===== src/rtl/bus_reg_slave_pkg.sv =====
// Shared constants, state encoding and small helpers for the bus register slave.
// Bus polarities follow the system bus: strobes and selects are active-low.
package bus_reg_slave_pkg;

    localparam logic ENABLE_  = 1'b0;
    localparam logic DISABLE_ = 1'b1;
    localparam logic READ     = 1'b1;
    localparam logic WRITE    = 1'b0;

    localparam int WORD_ADDR_W = 30;
    localparam int WORD_DATA_W = 32;
    localparam int WAIT_CNT_W  = 4;

    typedef enum logic [1:0] {
        ST_IDLE = 2'b00,
        ST_WAIT = 2'b01,
        ST_ACK  = 2'b10
    } state_t;

    // An access request needs both the decoder select and the master strobe.
    function automatic logic bus_select(input logic cs_n, input logic as_n);
        return (cs_n == ENABLE_) && (as_n == ENABLE_);
    endfunction

    function automatic logic [WORD_DATA_W-1:0] count_inc(input logic [WORD_DATA_W-1:0] cnt);
        return cnt + 32'd1;
    endfunction

endpackage


===== src/rtl/bus_reg_slave.sv =====
// Register-file slave with programmable wait states and a read-only access counter
// in the top word. Each accepted access yields exactly one registered rdy_ pulse.
module bus_reg_slave
    import bus_reg_slave_pkg::*;
#(
    parameter int DEPTH_W     = 4,
    parameter int WAIT_CYCLES = 1
) (
    input  logic                   clk,
    input  logic                   reset,
    input  logic                   cs_,
    input  logic                   as_,
    input  logic                   rw,
    input  logic [WORD_ADDR_W-1:0] addr,
    input  logic [WORD_DATA_W-1:0] wr_data,
    output logic [WORD_DATA_W-1:0] rd_data,
    output logic                   rdy_
);

    localparam int                     NUM_WORDS = 2 ** DEPTH_W;
    localparam logic [DEPTH_W-1:0]     CNT_IDX   = DEPTH_W'(NUM_WORDS - 1);
    localparam logic [WAIT_CNT_W-1:0]  WAIT_LOAD = WAIT_CNT_W'(WAIT_CYCLES);
    localparam logic [WAIT_CNT_W-1:0]  WAIT_LAST = WAIT_CNT_W'(1);

    state_t                 r_state;
    state_t                 w_state_nxt;
    logic [WAIT_CNT_W-1:0]  r_wait_cnt;
    logic                   r_rw;
    logic [DEPTH_W-1:0]     r_idx;
    logic [WORD_DATA_W-1:0] r_wdata;
    logic [WORD_DATA_W-1:0] r_regs [NUM_WORDS];
    logic [WORD_DATA_W-1:0] r_acc_cnt;
    logic [WORD_DATA_W-1:0] r_rd_data;
    logic                   r_rdy_n;

    logic                   w_accept;
    logic                   w_enter_ack;
    logic                   w_acc_rw;
    logic [DEPTH_W-1:0]     w_acc_idx;
    logic [WORD_DATA_W-1:0] w_acc_wdata;
    logic [WORD_DATA_W-1:0] w_rd_word;
    logic                   w_unused_addr_hi;

    // Upper address bits are the decoder's business; fold them away explicitly.
    assign w_unused_addr_hi = ^addr[WORD_ADDR_W-1:DEPTH_W];

    // Accept condition: only the idle state samples the bus.
    always_comb begin
        w_accept = 1'b0;
        if (r_state == ST_IDLE) begin
            w_accept = bus_select(cs_, as_);
        end else begin
            w_accept = 1'b0;
        end
    end

    // Next-state logic.
    always_comb begin
        w_state_nxt = r_state;
        case (r_state)
            ST_IDLE: begin
                if (w_accept) begin
                    if (WAIT_CYCLES == 0) begin
                        w_state_nxt = ST_ACK;
                    end else begin
                        w_state_nxt = ST_WAIT;
                    end
                end else begin
                    w_state_nxt = ST_IDLE;
                end
            end
            ST_WAIT: begin
                if (r_wait_cnt == WAIT_LAST) begin
                    w_state_nxt = ST_ACK;
                end else begin
                    w_state_nxt = ST_WAIT;
                end
            end
            ST_ACK:  w_state_nxt = ST_IDLE;
            default: w_state_nxt = ST_IDLE;
        endcase
    end

    assign w_enter_ack = (w_state_nxt == ST_ACK);

    // With zero wait states the commit edge is also the accept edge, so the live bus is used.
    always_comb begin
        w_acc_rw    = r_rw;
        w_acc_idx   = r_idx;
        w_acc_wdata = r_wdata;
        if (r_state == ST_IDLE) begin
            w_acc_rw    = rw;
            w_acc_idx   = addr[DEPTH_W-1:0];
            w_acc_wdata = wr_data;
        end else begin
            w_acc_rw    = r_rw;
            w_acc_idx   = r_idx;
            w_acc_wdata = r_wdata;
        end
    end

    // Read word selection; the top index returns the pre-increment access count.
    always_comb begin
        w_rd_word = r_regs[w_acc_idx];
        if (w_acc_idx == CNT_IDX) begin
            w_rd_word = r_acc_cnt;
        end else begin
            w_rd_word = r_regs[w_acc_idx];
        end
    end

    // State register.
    always_ff @(posedge clk) begin
        if (reset) begin
            r_state <= ST_IDLE;
        end else begin
            r_state <= w_state_nxt;
        end
    end

    // Wait counter and latched access fields.
    always_ff @(posedge clk) begin
        if (reset) begin
            r_wait_cnt <= '0;
            r_rw       <= READ;
            r_idx      <= '0;
            r_wdata    <= '0;
        end else if (w_accept) begin
            r_wait_cnt <= WAIT_LOAD;
            r_rw       <= rw;
            r_idx      <= addr[DEPTH_W-1:0];
            r_wdata    <= wr_data;
        end else if (r_state == ST_WAIT) begin
            r_wait_cnt <= r_wait_cnt - WAIT_LAST;
        end else begin
            r_wait_cnt <= r_wait_cnt;
        end
    end

    // Register file; the counter slot is never written from the bus.
    always_ff @(posedge clk) begin
        if (reset) begin
            for (int k = 0; k < NUM_WORDS; k++) begin
                r_regs[k] <= '0;
            end
        end else if (w_enter_ack && (w_acc_rw == WRITE) && (w_acc_idx != CNT_IDX)) begin
            r_regs[w_acc_idx] <= w_acc_wdata;
        end else begin
            r_regs[w_acc_idx] <= r_regs[w_acc_idx];
        end
    end

    // Access counter, wraps naturally at 32 bits.
    always_ff @(posedge clk) begin
        if (reset) begin
            r_acc_cnt <= '0;
        end else if (w_enter_ack) begin
            r_acc_cnt <= count_inc(r_acc_cnt);
        end else begin
            r_acc_cnt <= r_acc_cnt;
        end
    end

    // Registered bus outputs: data is non-zero only during the ready cycle of a read.
    always_ff @(posedge clk) begin
        if (reset) begin
            r_rdy_n   <= DISABLE_;
            r_rd_data <= '0;
        end else if (w_enter_ack) begin
            r_rdy_n   <= ENABLE_;
            r_rd_data <= (w_acc_rw == READ) ? w_rd_word : 32'd0;
        end else begin
            r_rdy_n   <= DISABLE_;
            r_rd_data <= 32'd0;
        end
    end

    assign rdy_    = r_rdy_n;
    assign rd_data = r_rd_data;

endmodule


===== config.mk =====
export PLATFORM = sky130hd
export DESIGN_NAME = bus_reg_slave
export DESIGN_NICKNAME = d
export VERILOG_FILES = /design/src/rtl/bus_reg_slave_pkg.sv /design/src/rtl/bus_reg_slave.sv
export SDC_FILE = /design/constraint.sdc
export NUM_CORES = 1
export LEC_CHECK = 0
export ABC_AREA = 1
export CAP_MARGIN = 40
export CORE_UTILIZATION = 60
export DETAILED_ROUTE_END_ITERATION = 8
export GPL_TIMING_DRIVEN = 1
export PLACE_DENSITY = 0.81
export SLEW_MARGIN = 25
export SYNTH_ARGS = -nofsm -noshare
export SYNTH_HDL_FRONTEND = slang
export SYNTH_SLANG_ARGS = --single-unit

===== constraint.sdc =====
create_clock -name clk -period 7.5 [get_ports clk]
set_input_delay 1.5 -clock clk [delete_from_list [all_inputs] [get_ports clk]]
set_output_delay 1.5 -clock clk [all_outputs]
set_load 0.01 [all_outputs]

==> flow_summary_export.csv, run 1 <==
group,metric,value,unit
timing,tns,0,ns
setup_path,crit_end,"r_regs[1][30]$_SDFFCE_PN0P_",
setup_path,endpoint_kind,"flip-flop",
setup_path,cp_top_family,"buffers and inverters",
floorplanning,start_util,61.08,%
detailed_routing,wl,82.99,mm
yosys,synth_edf_count,512,
detailed_routing,ant_nets,0,
floorplanning,core,47950,um^2
finish,area_growth,10.01,%
hold_path,min_path_type,"flip-flop to flip-flop",
detailed_routing,via_per_inst,6.024,
finish,antenna_cells,0,
timing,rsz0062_at_grt,"false",
clock_tree,hold_buffers,0,
place,portBuffers,73,
detailed_routing,wl_per_cell,20.70,um
grt,track_usage,33.15,%
clock_tree,cts_tree,"yes",
timing,finalMaxSlewViolations,0,
yosys,synth.net_count,3469,
setup_path,cp_slowest_cell,"nand2_1",
power,p_total,0.008015,W
setup_path,start_kind,"primary input",
timing,fin_worst_skew,0.01740,ns
grt,grt_pass1_vias,23300,
grt,antenna_found_initial,0,
yosys,avgSynthCellArea,8.616,um^2
yosys,ys_seq_area_share,59.88,%
flow_run,max_cap_violations,0,
detailed_routing,drt-pass1-iter-count,6,
setup_path,r2r_slack,2.98,ns
detailed_routing,drtIter0Drc,3277,
setup_path,slowest_delay,0.70,ns
finish,final_core_util,67.19,%
clock_tree,numClockSinks,620,
grt,grt_overflow_total,0,
grt,grt_max_degree,184,
setup_path,rr_startpoint,"r_state[1]$_SDFF_PP0_",
clock_tree,cts_setup_buffers,0,
setup_path,r2r_cells,10,
timing,tightestPinTransition,0.9036,ns
floorplanning,num_rows,80,
setup_path,cp.required,7.76,ns
yosys,synth-seq-cells,620,
yosys,ys_warn_count,0,
floorplanning,die_w,222.9,um
status,status,"completed",
finish,final_nets,3415,
yosys,netlist_area,29280,um^2
finish,nFillCells,3595,
detailed_routing,drc,0,
setup_path,critPathLaunch,"addr[0]",
clock_tree,cts_buffers,60,
setup_path,cp_max_fo,41,
clock_tree,cts_buffer_depth,3,
place,gp_congestion,0.8995,
setup_path,setup.worst_path.class,"primary input to flip-flop",
finish,drive_gt1_share,6.070,%
grt,grt_first_pass_wirelength,126.5,mm
power,p_leak,13.42,nW
timing,timing.fmax,188.8,MHz
setup_path,worst_r2r_endpoint,"r_regs[1][30]$_SDFFCE_PN0P_",
detailed_routing,vias,24150,
timing,relSlewSlack,39.61,%
yosys,synth_ff_type,"edfxtp_1",
setup_path,crit_cells,10,
setup_path,critPathBufInv,5,
timing,setup_viol,0,
yosys,synth_top_cell_area_share,52.50,%
timing,min_period,5.296,ns
place,dp_hpwl,49.05,mm
clock_tree,cts_resized,0,
clock_tree,clkTransAtPathRegs,0.06,ns
clock_tree,clk_latency,0.62,ns
clock_tree,cts_root_buffer,"clkbuf_16",
yosys,ys_async_sr_fraction,0,%
floorplanning,fp.dieH,222.9,um
yosys,ys_types,36,
clock_tree,cts_htree_levels,2,
floorplanning,dieArea,49700,um^2
yosys,synth_cells,3399,
timing,hold_violations,0,
setup_path,crit_arrival,5.55,ns
yosys,yosys-top-cells-area,"edfxtp_1 (53%), nand2_1 (15%), nor2_1 (8.0%)",
timing,final.period_utilization,70.62,%
floorplanning,io-pin-count,100,
power,powerDensity,248.8,nW/um^2
setup_path,cp_cell_sequence,"clkdlybuf4s50_1 > inv_1 > nand2_4 > nand2_1 > buf_4 > nor3_2 > nand2_1 > buf_4 > nand2_1 > buf_4",
yosys,yosysTopAreaCell,"edfxtp_1",
power,peakVddDrop,212.1,uV
-- flip-flops by register name, summed over array words and instances, names as in the netlist --
signal,count
r_acc_cnt,32
r_idx,4
r_regs,512
r_rw,1
r_state,2
r_wait_cnt,4
r_wdata,32
rd_data,32
rdy_,1
-- metal layers --
layer  up-vias  GRT usage [%]  part of all wire [%]
met1     11290          42.27                    36
met5         -              0                     0
met4         0          18.46                   5.2
met2      1618          53.91                    47
met3       281          5.861                    12
li1      10970              -                     -
-- where the power goes --
group	switching [W]	total [W]	leakage, nW	internal, W
clock network	0.00126	0.00291	0.911	0.00165
logic	0.000877	0.00116	6.33	0.000278
registers	0.0000481	0.00395	6.18	0.00390
-- area by class of cell --
type | count | area (um^2) | share of cell area, %
Clock buffer | 82 | 1635 | 5.076
Clock inverter | 29 | 225.2 | 0.6991
Inverter | 84 | 317.8 | 0.9864
Multi-Input combinational cell | 2443 | 10280 | 31.90
Sequential cell | 620 | 17540 | 54.43
Tap cell | 615 | 769.5 | 2.388
Timing Repair Buffer | 136 | 1455 | 4.517
-- worst min-delay path: stages (launching register included) --
cell     delay (ns)
dfxtp_1        0.32
inv_1          0.05
a21oi_1        0.05
-- synthesized netlist by cell type (3+ instances only) --
cell / instances
nand2_1: 1167
nor2_1: 622
edfxtp_1: 512
nand3_1: 397
dfxtp_1: 108
buf_2: 102
clkbuf_1: 99
a21oi_1: 88
o21ai_0: 81
inv_1: 79
buf_4: 42
nand2_2: 36
buf_1: 8
nor3_1: 7
nor3_2: 6
nand4_1: 5
xor2_1: 5
inv_2: 4
nor2_2: 4
a211oi_1: 3
ha_1: 3
o21ai_2: 3
-- cells in the final DEF, fill, tap and decap left out, types with 2 or more instances in the layout --
cell             count
a211oi_1             3
a21oi_1             88
and3_1               2
buf_12               9
buf_16               6
buf_4               45
buf_8                2
bufinv_16            4
clkbuf_1            18
clkbuf_16           61
clkbuf_8             3
clkdlybuf4s50_1     73
clkinv_1            17
clkinv_2             9
dfxtp_1            108
edfxtp_1           512
ha_1                 3
inv_1               78
inv_2                4
nand2_1           1160
nand2_2             39
nand2_4              3
nand2_8              2
nand3_1            396
nand4_1              5
nor2_1             622
nor2_2               2
nor2_4               3
nor3_1               7
nor3_2               5
nor3b_1              2
nor4_1               2
o21ai_0             81
o21ai_2              2
xnor2_1              2
xor2_1               5
-- logic make-up (layout without fill, tap and decap cells) --
group | count (synthesis) | count (layout) | share of synthesized area [%]
and+or+nand+nor | 2256 | 2256 | 31.35
DFF | 620 | 620 | 59.88
buffers and inverters | 336 | 331 | 5.307
AOI/OAI and AO/OA | 176 | 176 | 3.085
xor gates and xnor gates | 7 | 7 | 0.2094
adders and majority gates | 3 | 3 | 0.1282
muxes | 1 | 1 | 0.03418
-- metrics by stage --
step           hold slack [ns]  instance area (um^2)  std cells  worst slack [ns]
3_5_place_dp            0.4538                 30300       3895             1.688
6_report                0.4680                 32220       4009             2.204
4_1_cts                 0.4622                 32160       4006             2.318
3_3_place_gp            0.4412                 29990       3881             1.774
5_1_grt                 0.4913                 32220       4009             2.068
2_1_floorplan           0.4282                 29280       3399             3.791
-- how the worst min path moves through the flow --
stage	startpoint	endpoint	slack, ns	depth (start not counted)
floorplan	r_rw$_SDFFE_PP1P_	r_rw$_SDFFE_PP1P_	0.43	2
global placement	r_rw$_SDFFE_PP1P_	r_rw$_SDFFE_PP1P_	0.44	2
detailed placement	r_acc_cnt[13]$_SDFFE_PP0N_	r_acc_cnt[13]$_SDFFE_PP0N_	0.45	2
CTS	r_acc_cnt[13]$_SDFFE_PP0N_	r_acc_cnt[13]$_SDFFE_PP0N_	0.46	2
global route	r_acc_cnt[13]$_SDFFE_PP0N_	r_acc_cnt[13]$_SDFFE_PP0N_	0.49	2
finish	r_acc_cnt[13]$_SDFFE_PP0N_	r_acc_cnt[13]$_SDFFE_PP0N_	0.47	2
Note: power is estimated with default switching activity, not from simulation.
==> run 2, diff against run 1 <==
- CORE_UTILIZATION: 60 -> 56
- PLACE_DENSITY: 0.81 -> 0.8
- clock period: 7.5 -> 4.54 ns (I/O delays scaled with it)
==> flow_summary_export.csv, run 2 (synthesis gave the netlist of run 1 again) <==
group,metric,value,unit
hold_path,min_path_type,"flip-flop to flip-flop",
detailed_routing,drc,0,
finish,top_register,"r_regs",
finish,post-route-cell-area,32170,um^2
floorplanning,dieArea,53210,um^2
setup_path,cp.required,4.80,ns
detailed_routing,wl_per_cell,18.12,um
floorplanning,die_w,230.7,um
finish,area_growth,9.870,%
clock_tree,numClockSinks,620,
timing,hold_violations,0,
place,portBuffers,73,
finish,final_nets,3420,
timing,final.period_utilization,80.03,%
finish,final_common_cell,"nand2_1",
power,powerDensity,408.3,nW/um^2
clock_tree,cts_tree,"yes",
power,p_leak,13.42,nW
detailed_routing,wl,73.89,mm
detailed_routing,drt-pass1-iter-count,8,
grt,track_usage,27.71,%
clock_tree,cts_buffers,59,
place,gp_congestion,0.8807,
timing,tightestPinTransition,0.7577,ns
flow_run,max_cap_violations,0,
power,peakVddDrop,305.1,uV
timing,finalMaxSlewViolations,0,
timing,min_period,3.633,ns
setup_path,cp_top_family,"simple AND/OR/NAND/NOR gates",
setup_path,critPathBufInv,3,
clock_tree,cts_setup_buffers,0,
grt,antenna_found_initial,1,
setup_path,r2r_slack,0.91,ns
clock_tree,cts_resized,0,
setup_path,endpoint_kind,"flip-flop",
clock_tree,cts_htree_levels,2,
status,status,"completed",
grt,grt_pass1_vias,21840,
detailed_routing,via_per_inst,5.704,
timing,fin_worst_skew,0.01446,ns
setup_path,setup.worst_path.class,"flip-flop to flip-flop",
clock_tree,clk_latency,0.63,ns
detailed_routing,drtIter0Drc,2788,
floorplanning,fp.dieH,230.7,um
grt,grt_first_pass_wirelength,115.1,mm
setup_path,cp_slowest_cell,"buf_4",
timing,setup_viol,0,
floorplanning,io-pin-count,100,
detailed_routing,ant_nets,0,
timing,relSlewSlack,49.49,%
setup_path,cp_max_fo,54,
grt,grt_overflow_total,0,
clock_tree,cts_root_buffer,"clkbuf_16",
setup_path,slowest_delay,0.53,ns
grt,grt_max_degree,132,
finish,drive_gt1_share,6.504,%
timing,tns,0,ns
floorplanning,core,51510,um^2
finish,largest_reg_flops,512,
floorplanning,num_rows,83,
floorplanning,start_util,56.85,%
timing,rsz0062_at_grt,"false",
place,placed_cell_area,30260,um^2
finish,layout_common_cells,"nand2_1 (1165), nor2_1 (622), edfxtp_1 (512)",
detailed_routing,vias,23260,
clock_tree,hold_buffers,0,
clock_tree,clkTransAtPathRegs,0.06,ns
setup_path,start_kind,"flip-flop",
finish,antenna_cells,0,
place,dp_hpwl,45.00,mm
clock_tree,cts_buffer_depth,3,
setup_path,cp_cell_sequence,"nor2_8 > buf_4 > nand2_1 > o21ai_2 > inv_2 > nor2_4 > nand3_2 > nand2_1 > buf_4",
setup_path,crit_arrival,3.90,ns
timing,timing.fmax,275.2,MHz
-- run 2: per-layer routing --
metal / vias up / part of all wire, % / GRT usage, %
met1: 10940 / 38 / 35.88
met4: 2 / 3.5 / 10.72
li1: 10980 / - / -
met5: - / 0.016 / 0
met2: 1144 / 49 / 47.14
met3: 189 / 9.2 / 3.977
-- run 2: layout make-up --
class / count / area (um^2)
Fill cell: 4180 / 19330
Inverter: 84 / 317.8
Clock buffer: 87 / 1759
Clock inverter: 22 / 123.9
Tap cell: 680 / 850.8
Timing Repair Buffer: 142 / 1331
Sequential cell: 620 / 17540
Multi-Input combinational cell: 2443 / 10250
-- run 2: per-stage QoR --
| step | power, W | util [%] | worst slack (ns) | instances | hold WS [ns] |
|---|---|---|---|---|---|
| floorplan | 0.007885 | - | 1.423 | 3399 | 0.4282 |
| global placement | 0.008380 | 58.75 | 0.5132 | 3968 | 0.4423 |
| detailed placement | 0.008420 | 58.75 | 0.4493 | 3968 | 0.4509 |
| CTS | 0.01313 | 62.41 | 0.9761 | 4077 | 0.4656 |
| global route | 0.01356 | 62.46 | 0.6469 | 4078 | 0.4843 |
| finish | 0.01314 | 62.46 | 0.9068 | 4078 | 0.4700 |
-- run 2: worst reg2reg max path, stage by stage (launching register included) --
cell,delay [ns]
dfxtp_1,0.38
nor2_8,0.36
buf_4,0.53
nand2_1,0.13
o21ai_2,0.16
inv_2,0.10
nor2_4,0.45
nand3_2,0.50
nand2_1,0.19
buf_4,0.45
-- run 2: path summary, 6_finish.rpt --
path | cells past startpoint | start | to
min | 2 | r_rw$_SDFFE_PP1P_ | r_rw$_SDFFE_PP1P_
max reg2reg | 9 | r_state[1]$_SDFF_PP0_ | r_regs[15][7]$_SDFFCE_PN0P_
max | 9 | r_state[1]$_SDFF_PP0_ | r_regs[15][7]$_SDFFCE_PN0P_
min reg2reg | 2 | r_rw$_SDFFE_PP1P_ | r_rw$_SDFFE_PP1P_
-- run 2: power breakdown --
group          internal (W)  switching [W]  total, W
combinational      0.000437        0.00138   0.00182
sequential          0.00644      0.0000736   0.00652
clock               0.00272        0.00208   0.00480
total               0.00960        0.00354    0.0131
